===== src/rtl/aes_ks_pkg.sv =====
// Shared types and sizing helpers for the byte-serial AES round-key store.
// AES_KS_PARITY_EN widens each stored word with an even-parity bit.
package aes_ks_pkg;

  localparam int KS_BYTES_PER_ROUND = 16;
  localparam int KS_ADDR_W          = 8;

  typedef enum logic [1:0] {KS_IDLE, KS_PRIME, KS_STREAM} ks_rd_state_t;

`ifdef AES_KS_PARITY_EN
  typedef logic [8:0] ks_word_t;
`else
  typedef logic [7:0] ks_word_t;
`endif

  function automatic int ks_depth(input int num_rounds);
    return (num_rounds + 1) * KS_BYTES_PER_ROUND;
  endfunction

endpackage


===== src/rtl/aes_ks_ram.sv =====
// Simple dual-port key storage: one write port and one registered read port.
// The read register holds its value while rd_en is low. No reset on contents.
module aes_ks_ram
  import aes_ks_pkg::*;
#(
  parameter int DEPTH = 176
) (
  input  logic                 clk,
  input  logic                 wr_en,
  input  logic [KS_ADDR_W-1:0] wr_addr,
  input  ks_word_t             wr_data,
  input  logic                 rd_en,
  input  logic [KS_ADDR_W-1:0] rd_addr,
  output ks_word_t             rd_data
);

  ks_word_t mem [DEPTH];

  always_ff @(posedge clk) begin
    if (wr_en) mem[wr_addr] <= wr_data;
    if (rd_en) rd_data <= mem[rd_addr];
  end

endmodule


===== src/rtl/aes_key_schedule_store.sv =====
// Captures an expanded AES key byte-serially and replays it over a valid/ready stream,
// forward (encrypt) or in reverse round order (decrypt). Optional AES_KS_PARITY_EN.
module aes_key_schedule_store
  import aes_ks_pkg::*;
#(
  parameter int NUM_ROUNDS      = 10,
  parameter int BYTES_PER_ROUND = KS_BYTES_PER_ROUND
) (
  input  logic       clk,
  input  logic       rst,
  input  logic       wr_start,
  input  logic       wr_en,
  input  logic [7:0] wr_byte,
  output logic       schedule_valid,
  input  logic       rd_start,
  input  logic       rd_decrypt,
  input  logic       rd_ready,
  output logic       rd_valid,
  output logic [7:0] rd_byte,
  output logic [3:0] rd_round,
  output logic       rd_last,
  output logic       rd_parity_err,
  output logic       busy
);

  localparam int                   DEPTH      = ks_depth(NUM_ROUNDS);
  localparam logic [3:0]           LAST_ROUND = 4'(NUM_ROUNDS);
  localparam logic [KS_ADDR_W-1:0] LAST_WR    = KS_ADDR_W'(DEPTH - 1);

  generate
    if (NUM_ROUNDS < 1 || NUM_ROUNDS > 15) begin : g_bad_rounds
      $error("aes_key_schedule_store: NUM_ROUNDS must be 1..15");
    end
    if (BYTES_PER_ROUND != KS_BYTES_PER_ROUND) begin : g_bad_bpr
      $error("aes_key_schedule_store: BYTES_PER_ROUND must be 16");
    end
  endgenerate

  logic [KS_ADDR_W-1:0] wr_ptr_reg;
  logic                 schedule_valid_reg;
  logic                 wr_accept;
  ks_word_t             ram_wdata;
  ks_word_t             ram_rdata;
  logic                 ram_re;
  logic [KS_ADDR_W-1:0] ram_raddr;

  assign wr_accept      = wr_en && !wr_start && !schedule_valid_reg;
  assign schedule_valid = schedule_valid_reg;

`ifdef AES_KS_PARITY_EN
  assign ram_wdata = {^wr_byte, wr_byte};
`else
  assign ram_wdata = wr_byte;
`endif

  // No wrap-around: once full, writes are dropped until the next wr_start.
  always_ff @(posedge clk) begin
    if (rst || wr_start) begin
      wr_ptr_reg         <= '0;
      schedule_valid_reg <= 1'b0;
    end else if (wr_accept) begin
      wr_ptr_reg <= wr_ptr_reg + 1'b1;
      if (wr_ptr_reg == LAST_WR) schedule_valid_reg <= 1'b1;
    end
  end

  ks_rd_state_t state_reg, state_next;
  logic         dec_reg;
  logic [3:0]   round_reg, byte_reg;
  logic [3:0]   round_next, byte_next;
  logic         is_last, accept, start_load;

  assign rd_valid = (state_reg == KS_STREAM);
  assign busy     = (state_reg != KS_IDLE);
  assign accept   = rd_valid && rd_ready;
  assign is_last  = (byte_reg == 4'd15) && (round_reg == (dec_reg ? 4'd0 : LAST_ROUND));

  always_comb begin
    byte_next  = byte_reg + 4'd1;
    round_next = round_reg;
    if (byte_reg == 4'd15) round_next = dec_reg ? round_reg - 4'd1 : round_reg + 4'd1;
  end

  always_comb begin
    state_next = state_reg;
    ram_re     = 1'b0;
    ram_raddr  = {round_reg, byte_reg};
    start_load = 1'b0;
    case (state_reg)
      KS_IDLE: begin
        if (rd_start && schedule_valid_reg && !wr_start) begin
          state_next = KS_PRIME;
          start_load = 1'b1;
        end
      end
      KS_PRIME: begin
        ram_re     = 1'b1;
        state_next = KS_STREAM;
      end
      KS_STREAM: begin
        // Prefetch the following byte on accept so the stream has no bubbles.
        if (accept) begin
          if (is_last) begin
            state_next = KS_IDLE;
          end else begin
            ram_re    = 1'b1;
            ram_raddr = {round_next, byte_next};
          end
        end
      end
      default: state_next = KS_IDLE;
    endcase
    if (wr_start && state_reg != KS_IDLE) begin
      state_next = KS_IDLE;
      ram_re     = 1'b0;
    end
  end

  always_ff @(posedge clk) begin
    if (rst) begin
      state_reg <= KS_IDLE;
      dec_reg   <= 1'b0;
      round_reg <= '0;
      byte_reg  <= '0;
    end else begin
      state_reg <= state_next;
      if (start_load) begin
        dec_reg   <= rd_decrypt;
        round_reg <= rd_decrypt ? LAST_ROUND : 4'd0;
        byte_reg  <= '0;
      end else if (state_reg == KS_STREAM && accept && !is_last && !wr_start) begin
        round_reg <= round_next;
        byte_reg  <= byte_next;
      end
    end
  end

  aes_ks_ram #(.DEPTH(DEPTH)) u_ram (
    .clk     (clk),
    .wr_en   (wr_accept),
    .wr_addr (wr_ptr_reg),
    .wr_data (ram_wdata),
    .rd_en   (ram_re),
    .rd_addr (ram_raddr),
    .rd_data (ram_rdata)
  );

  // Outputs are zero whenever no byte is being presented.
  assign rd_byte  = rd_valid ? ram_rdata[7:0] : 8'h00;
  assign rd_round = rd_valid ? round_reg : 4'd0;
  assign rd_last  = rd_valid && is_last;

`ifdef AES_KS_PARITY_EN
  assign rd_parity_err = rd_valid && ((^ram_rdata[7:0]) != ram_rdata[8]);
`else
  assign rd_parity_err = 1'b0;
`endif

endmodule

===== config.mk =====
export PLATFORM = sky130hd
export DESIGN_NAME = aes_key_schedule_store
export DESIGN_NICKNAME = d
export VERILOG_FILES = /design/src/rtl/aes_ks_pkg.sv /design/src/rtl/aes_ks_ram.sv /design/src/rtl/aes_key_schedule_store.sv
export SDC_FILE = /design/constraint.sdc
export NUM_CORES = 2
export LEC_CHECK = 0
export ABC_CLOCK_PERIOD_IN_PS = 4400
export CORE_UTILIZATION = 35
export DETAILED_ROUTE_END_ITERATION = 10
export GPL_ROUTABILITY_DRIVEN = 0
export GPL_TIMING_DRIVEN = 0
export PLACE_DENSITY = 0.53
export SYNTH_ARGS = -nofsm -noshare
export SYNTH_HDL_FRONTEND = slang
export SYNTH_SLANG_ARGS = --single-unit

===== constraint.sdc =====
create_clock -name clk -period 4.4 [get_ports clk]
set_input_delay 0.66 -clock clk [delete_from_list [all_inputs] [get_ports clk]]
set_output_delay 0.66 -clock clk [all_outputs]
set_load 0.1 [all_outputs]

After elaboration in Yosys (flattened, before gate mapping)
Memories as Yosys holds them, arrays and structs flattened. A register that Yosys moved wholly into a read port is not among the register bits.
Index checks and enable logic that the tools add are counted.
Storage, ports and cells
  bits in registers: 20
  bits in writable memories: 1408
  input bits: 15
  output and inout bits: 17
  logic and storage cells: 64
  memories kept: 1
Operators by class
  add/subtract/negate cells: 4
  equality and inequality tests: 8
  muxes and demuxes: 23
  reductions and logical operators: 22
Memory list
  u_ram.mem: words 176, width 8, rd ports 1, clocked after Yosys merged registers in 1, wr ports 1, RTL line aes_ks_ram.sv:17  | ks_word_t mem [DEPTH];
Operator list (count)
  $mux 8: 4
  $mux 4: 7
  $logic_and 1x1->1: 11
  $add 4x1->4 const B: 2
  $add 8x1->8 const B: 1
  $eq 8x8->1 const B: 1
  $mux 1: 7
  $mux 2: 3
  $pmux 2 s3: 1
  $eq 4x4->1: 1
  $eq 4x4->1 const B: 1
  $ne 2x1->1 const B: 2
  $reduce_bool 2->1: 2
  $reduce_or 2->1: 2
  $sub 4x1->4 const B: 1
  $logic_not 1->1: 3
  $reduce_and 3->1: 1
  $eq 2x1->1 const B: 1
  $eq 2x2->1 const B: 1
  $logic_not 2->1: 1
  $ne 2x2->1 const B: 1
  $pmux 1 s2: 1
  $reduce_and 2->1: 1
  $logic_or 1x1->1: 1

Longest topological paths before layout
  depth after elaboration: 8
  mapped depth: 17
  depth with buffers taken out: 11

Cells and area by module
From an unflattened synthesis, not the netlist that was laid out.
Unflattened totals
  cell total of the unflattened synthesis: 2831
  area, all modules: 56721.9 µm²
By module, submodules not included
  aes_ks_ram: instances 1, cells each 2664, area each 55326.8 µm², seq. area each 42520.8 µm²
  aes_key_schedule_store: instances 1, cells each 167, area each 1395.1 µm², seq. area each 400.4 µm²

Worst setup path before layout
Ideal clock, no wire load.
  path kind: register -> register
  start: reg state_reg[0]
  end: reg u_ram.rd_data[5], read port of u_ram.mem, data pin
  library setup time: 0.272 ns
  arrival time: 3.634 ns
  data required time: 4.128 ns
  setup slack: 0.494 ns
  stages on the path, launching flop included: 13
  path buffers: 4
  period minus slack after synthesis: 3.906 ns
  cell sequence: dfxtp_1 inv_1 ha_1 buf_2 nand2_1 a31oi_4 buf_4 buf_2 clkbuf_1 o211ai_1 a2111oi_0 a31oi_1 or4_1
On the way
  cells in the longest elaborated chain, start to end: 5
  elaborated cells between the ends (all ways): 10
  classes of those cells: eq/ne: 2; mux: 5; reduce/logical: 3
Ends and longest elaborated chain
  start, declared: RTL line aes_key_schedule_store.sv:67  | ks_rd_state_t state_reg, state_next;
  start signal, assigned: RTL line aes_key_schedule_store.sv:126  | state_reg <= state_next;
  $eq 2x2->1 *: RTL line aes_key_schedule_store.sv:73  | assign rd_valid = (state_reg == KS_STREAM);
  net rd_valid: RTL line aes_key_schedule_store.sv:18  | output logic rd_valid,
  $logic_and 1x1->1: RTL line aes_key_schedule_store.sv:75  | assign accept = rd_valid && rd_ready;
  $mux 1: RTL line aes_key_schedule_store.sv:102  | if (accept) begin
  $pmux 1 s2: RTL line aes_key_schedule_store.sv:89  | case (state_reg)
  $mux 1: RTL line aes_key_schedule_store.sv:113  | if (wr_start && state_reg != KS_IDLE) begin
  end, declared: RTL line aes_ks_ram.sv:14  | output ks_word_t rd_data
Mark *: on every way through the listed nets, which the timed path passes. The rest lies on a longest branch.
A chain may end at the register's enable or synchronous reset.

Final worst setup path
  start: reg byte_reg[0]
  end: reg u_ram.rd_data[4], read port of u_ram.mem, data pin
On the way
  cells in the longest elaborated chain, start to end: 6
  elaborated cells between the ends (all ways): 11
  classes of those cells: add/sub: 1; eq/ne: 1; mux: 8; reduce/logical: 1
Ends and longest elaborated chain
  start, declared: RTL line aes_key_schedule_store.sv:69  | logic [3:0] round_reg, byte_reg;
  start signal, assigned: RTL line aes_key_schedule_store.sv:133  | byte_reg <= byte_next;
  $eq 4x4->1: RTL line aes_key_schedule_store.sv:76, aes_key_schedule_store.sv:81
  $logic_and 1x1->1: RTL line aes_key_schedule_store.sv:76  | assign is_last = (byte_reg == 4'd15) && (round_reg == (dec_reg ? 4'd0 : LAST_ROUND));
  $mux 1: RTL line aes_key_schedule_store.sv:103  | if (is_last) begin
  $mux 1: RTL line aes_key_schedule_store.sv:102
  $pmux 1 s2: RTL line aes_key_schedule_store.sv:89
  $mux 1: RTL line aes_key_schedule_store.sv:113
Several ways; a longest one is shown, not always the timed one.

==> results_dict.tcl <==
set metrics [dict create \
    outcome "finished, violations left" \
    violations "max-capacitance violations, max-slew violations, negative setup slack" \
    die_h_um 433 \
    dp_hpwl_um 173000 \
    dieArea_sq_mm 0.187 \
    intPower_w 0.0232 \
    clk_pin_slew_worst_paths_ns 0.06 \
    cpMaxStageDelayCell "clkbuf_1" \
    synth_area_leaders "edfxtp_1, nand2_1, mux2i_1" \
    core-area_sq_mm 0.184 \
    drt_iter0_drc 6975 \
    nets 5532 \
    start_util_pct 35.3 \
    ys_seq_area_share_pct 66.2 \
    numCtsBuffers 159 \
    finClkSkew_ns 0.0394 \
    synth_top_cell_area_share_pct 65.5 \
    synth_fp_nets 5316 \
    num_rows 157 \
    synthCells 5288 \
    grt_max_degree 130 \
    cp_top_family "buffers and inverters" \
    antenna_found_initial 7 \
    min_period_over_period_pct 103 \
    ir_drop_mv 0.297 \
    grt-ovfl-total 0 \
    criticalPathCategory "reg -> reg" \
    syn_area_per_cell_sq_um 12.3 \
    ant_nets 0 \
    cp_data_required_time_ns 4.88 \
    fin_area_sq_mm 0.0756 \
    async_flop_share_pct 0 \
    synth_area_sq_mm 0.0649 \
    portBuffers 29 \
    p_switching_w 0.00614 \
    critPathLaunchType "flip-flop" \
    io_pins 32 \
    synth.yosys.warnings 0 \
    place_area_sq_mm 0.0686 \
    finalMaxSlewViolations 10 \
    pre_cts_slack_ns -1.79 \
    vias 49100 \
    ys_types 83 \
    finalCriticalPeriod_ns 4.55 \
    wl_per_cell_um 30.9 \
    fin_ws_ns -0.148 \
    drive_gt1_share_pct 13.5 \
    maxCapViolCount 2 \
    first_pass_iters 8 \
    syn2layout_area_growth_pct 16.5 \
    grt_pass1_vias 46300 \
    wirelength_um 250000 \
    p_leak_nw 24.6 \
    drc_errors 0 \
    crit_buf_inv 4 \
    synth_common_cells "edfxtp_1, nand2_1, nor2_1" \
    crit_path_cell_trace "buf_2 > inv_1 > clkbuf_1 > clkbuf_1 > mux4_2 > nor2_1 > a2111oi_0 > nand4_1 > a211oi_2 > nand4_1" \
    max_freq_mhz 220 \
    max_slew.worst_pin.slew_ns 1.55 \
    critPathArrivalTime_ns 5.03 \
    hold_violations 0 \
    clock_path_buffers 3 \
    setup_viol_count_final 23 \
    grt_usage_pct 26.2 \
    drt-vias-per-instance 6.05 \
    grt_pass1_wl_um 348000 \
    swShare_pct 20.9 \
    seqPwrFrac_pct 51.3 \
    largest_reg_flops 1408 \
    p_clk_share_pct 47.6 \
    whs_ns 0.284 \
    synth-main-ff-cell "edfxtp_1" \
    rsz0062_at_grt "true" \
    die_width_um 433 \
    synth_edf_count 1416 \
    yosys.area.top_type "edfxtp_1" \
    synth_most_common_cell "edfxtp_1" \
    p_comb_share_pct 1.1 \
    setup_tns_ns -1.62 \
    cts.sinks 1436 \
    pwr_density_cell_mw_per_mm2 388 \
    timing.slew.headroom_pct -3.66 \
    clk_latency_ns 0.82 \
    ys_ff_latch 1436 \
    cts_tree "done" \
    clockRootBuffer "clkbuf_16" \
    holdCritPathClass "in -> reg" \
    crit_path_end_kind "flip-flop" \
    crit_path_max_fanout 10 \
    cts_max_level 4 \
    worst_path_largest_cell_delay_ns 0.84 \
]
==> layer usage <==
layer | vias up | wire, um | global-route usage (%)
met4 | 6 | 12900 | 12.7
li1 | 20700 | - | -
met5 | - | 46 | 0
met1 | 24700 | 98000 | 34.7
met2 | 3000 | 112000 | 40.2
met3 | 605 | 27400 | 6.43
==> final timing paths <==
path,startpoint,end,slack [ns],cells past startpoint
max,byte_reg[0]$_SDFFE_PP0P_,u_ram.rd_data[4]$_DFFE_PP_,-0.15,10
min,wr_byte[0],u_ram.mem[43][0]$_DFFE_PP_,0.28,1
max reg2reg,byte_reg[0]$_SDFFE_PP0P_,u_ram.rd_data[4]$_DFFE_PP_,-0.15,10
min reg2reg,state_reg[0]$_SDFFE_PP0P_,state_reg[0]$_SDFFE_PP0P_,0.53,2
==> cell families after synthesis <==
family	synth area share, %
adders and majority gates	0.262
DFF	66.2
AOI/OAI and AO/OA	12.9
muxes	5.29
and+or+nand+nor	12.3
xor gates and xnor gates	0.262
other	0.00578
buffers and inverters	2.72
==> worst reg2reg max path, stage by stage, from the launching register on <==
cell       delay, ns
dfxtp_1         0.34
buf_2           0.25
inv_1           0.23
clkbuf_1        0.58
clkbuf_1        0.85
mux4_2          0.43
nor2_1          0.05
a2111oi_0       0.30
nand4_1         0.52
a211oi_2        0.40
nand4_1         0.27
==> through the flow <==
step                      utilization [%]  power, W  std cells
after floorplan                         -    0.0153       5288
after global placement               37.2    0.0157       7781
after detailed placement             37.4    0.0156       7797
after CTS                            41.0    0.0294       8103
after global routing                 41.2    0.0299       8103
final                                41.2    0.0293       8107
==> layout make-up <==
type                       count  area (sq um)
buffer                       404          2140
sequential                  1436         42900
inverter                      12          45.0
clock inverter               105          1220
clock buffer                 190          4190
tap                         2464          3080
multi-input combinational   3428         21200
antenna                        5          12.5
fill                       17000        108000
timing repair buffer          63           744
==> timing repair <==
item	4_1_cts	5_1_grt
endpoints found under the setup margin	26	11
resized for setup	358	110
pin swaps	28	25
setup buffers	16	2
hold buffers	0	0
==> power by group through the flow <==
stage	Combinational, W	Sequential [W]	Clock (W)
2_1_floorplan	0.0000274	0.0153	0
3_3_place_gp	0.000299	0.0154	0
3_5_place_dp	0.000333	0.0153	0
4_1_cts	0.000333	0.0150	0.0140
5_1_grt	0.000348	0.0150	0.0145
6_report	0.000333	0.0150	0.0139
==> placed cells by master, fill, tap and decap left out, types with 19 or more instances in the layout <==
cell       count
o21ai_1       20
clkbuf_4      27
a211oi_1      69
mux4_2        47
a311oi_1      71
nor3_1        57
nand4_1       19
clkbuf_16    163
clkinv_1      38
a22o_1        55
nand2_1      980
mux2_2        42
nor2_1       414
and2_1        30
a22oi_1       30
o21ai_0      128
nand3_1      149
and3_1        97
clkinv_2      28
mux2i_1      188
dfxtp_1       19
buf_2         72
clkbuf_1     166
edfxtp_1    1416
a221oi_1     113
clkbuf_2      69
o22ai_1       99
o211ai_1      19
buf_1         32
nor2b_1       22
a31oi_1      111
bufinv_16     21
buf_4         66
a32oi_1       48
a21oi_1      302
Power figures use the tool's default switching activity.
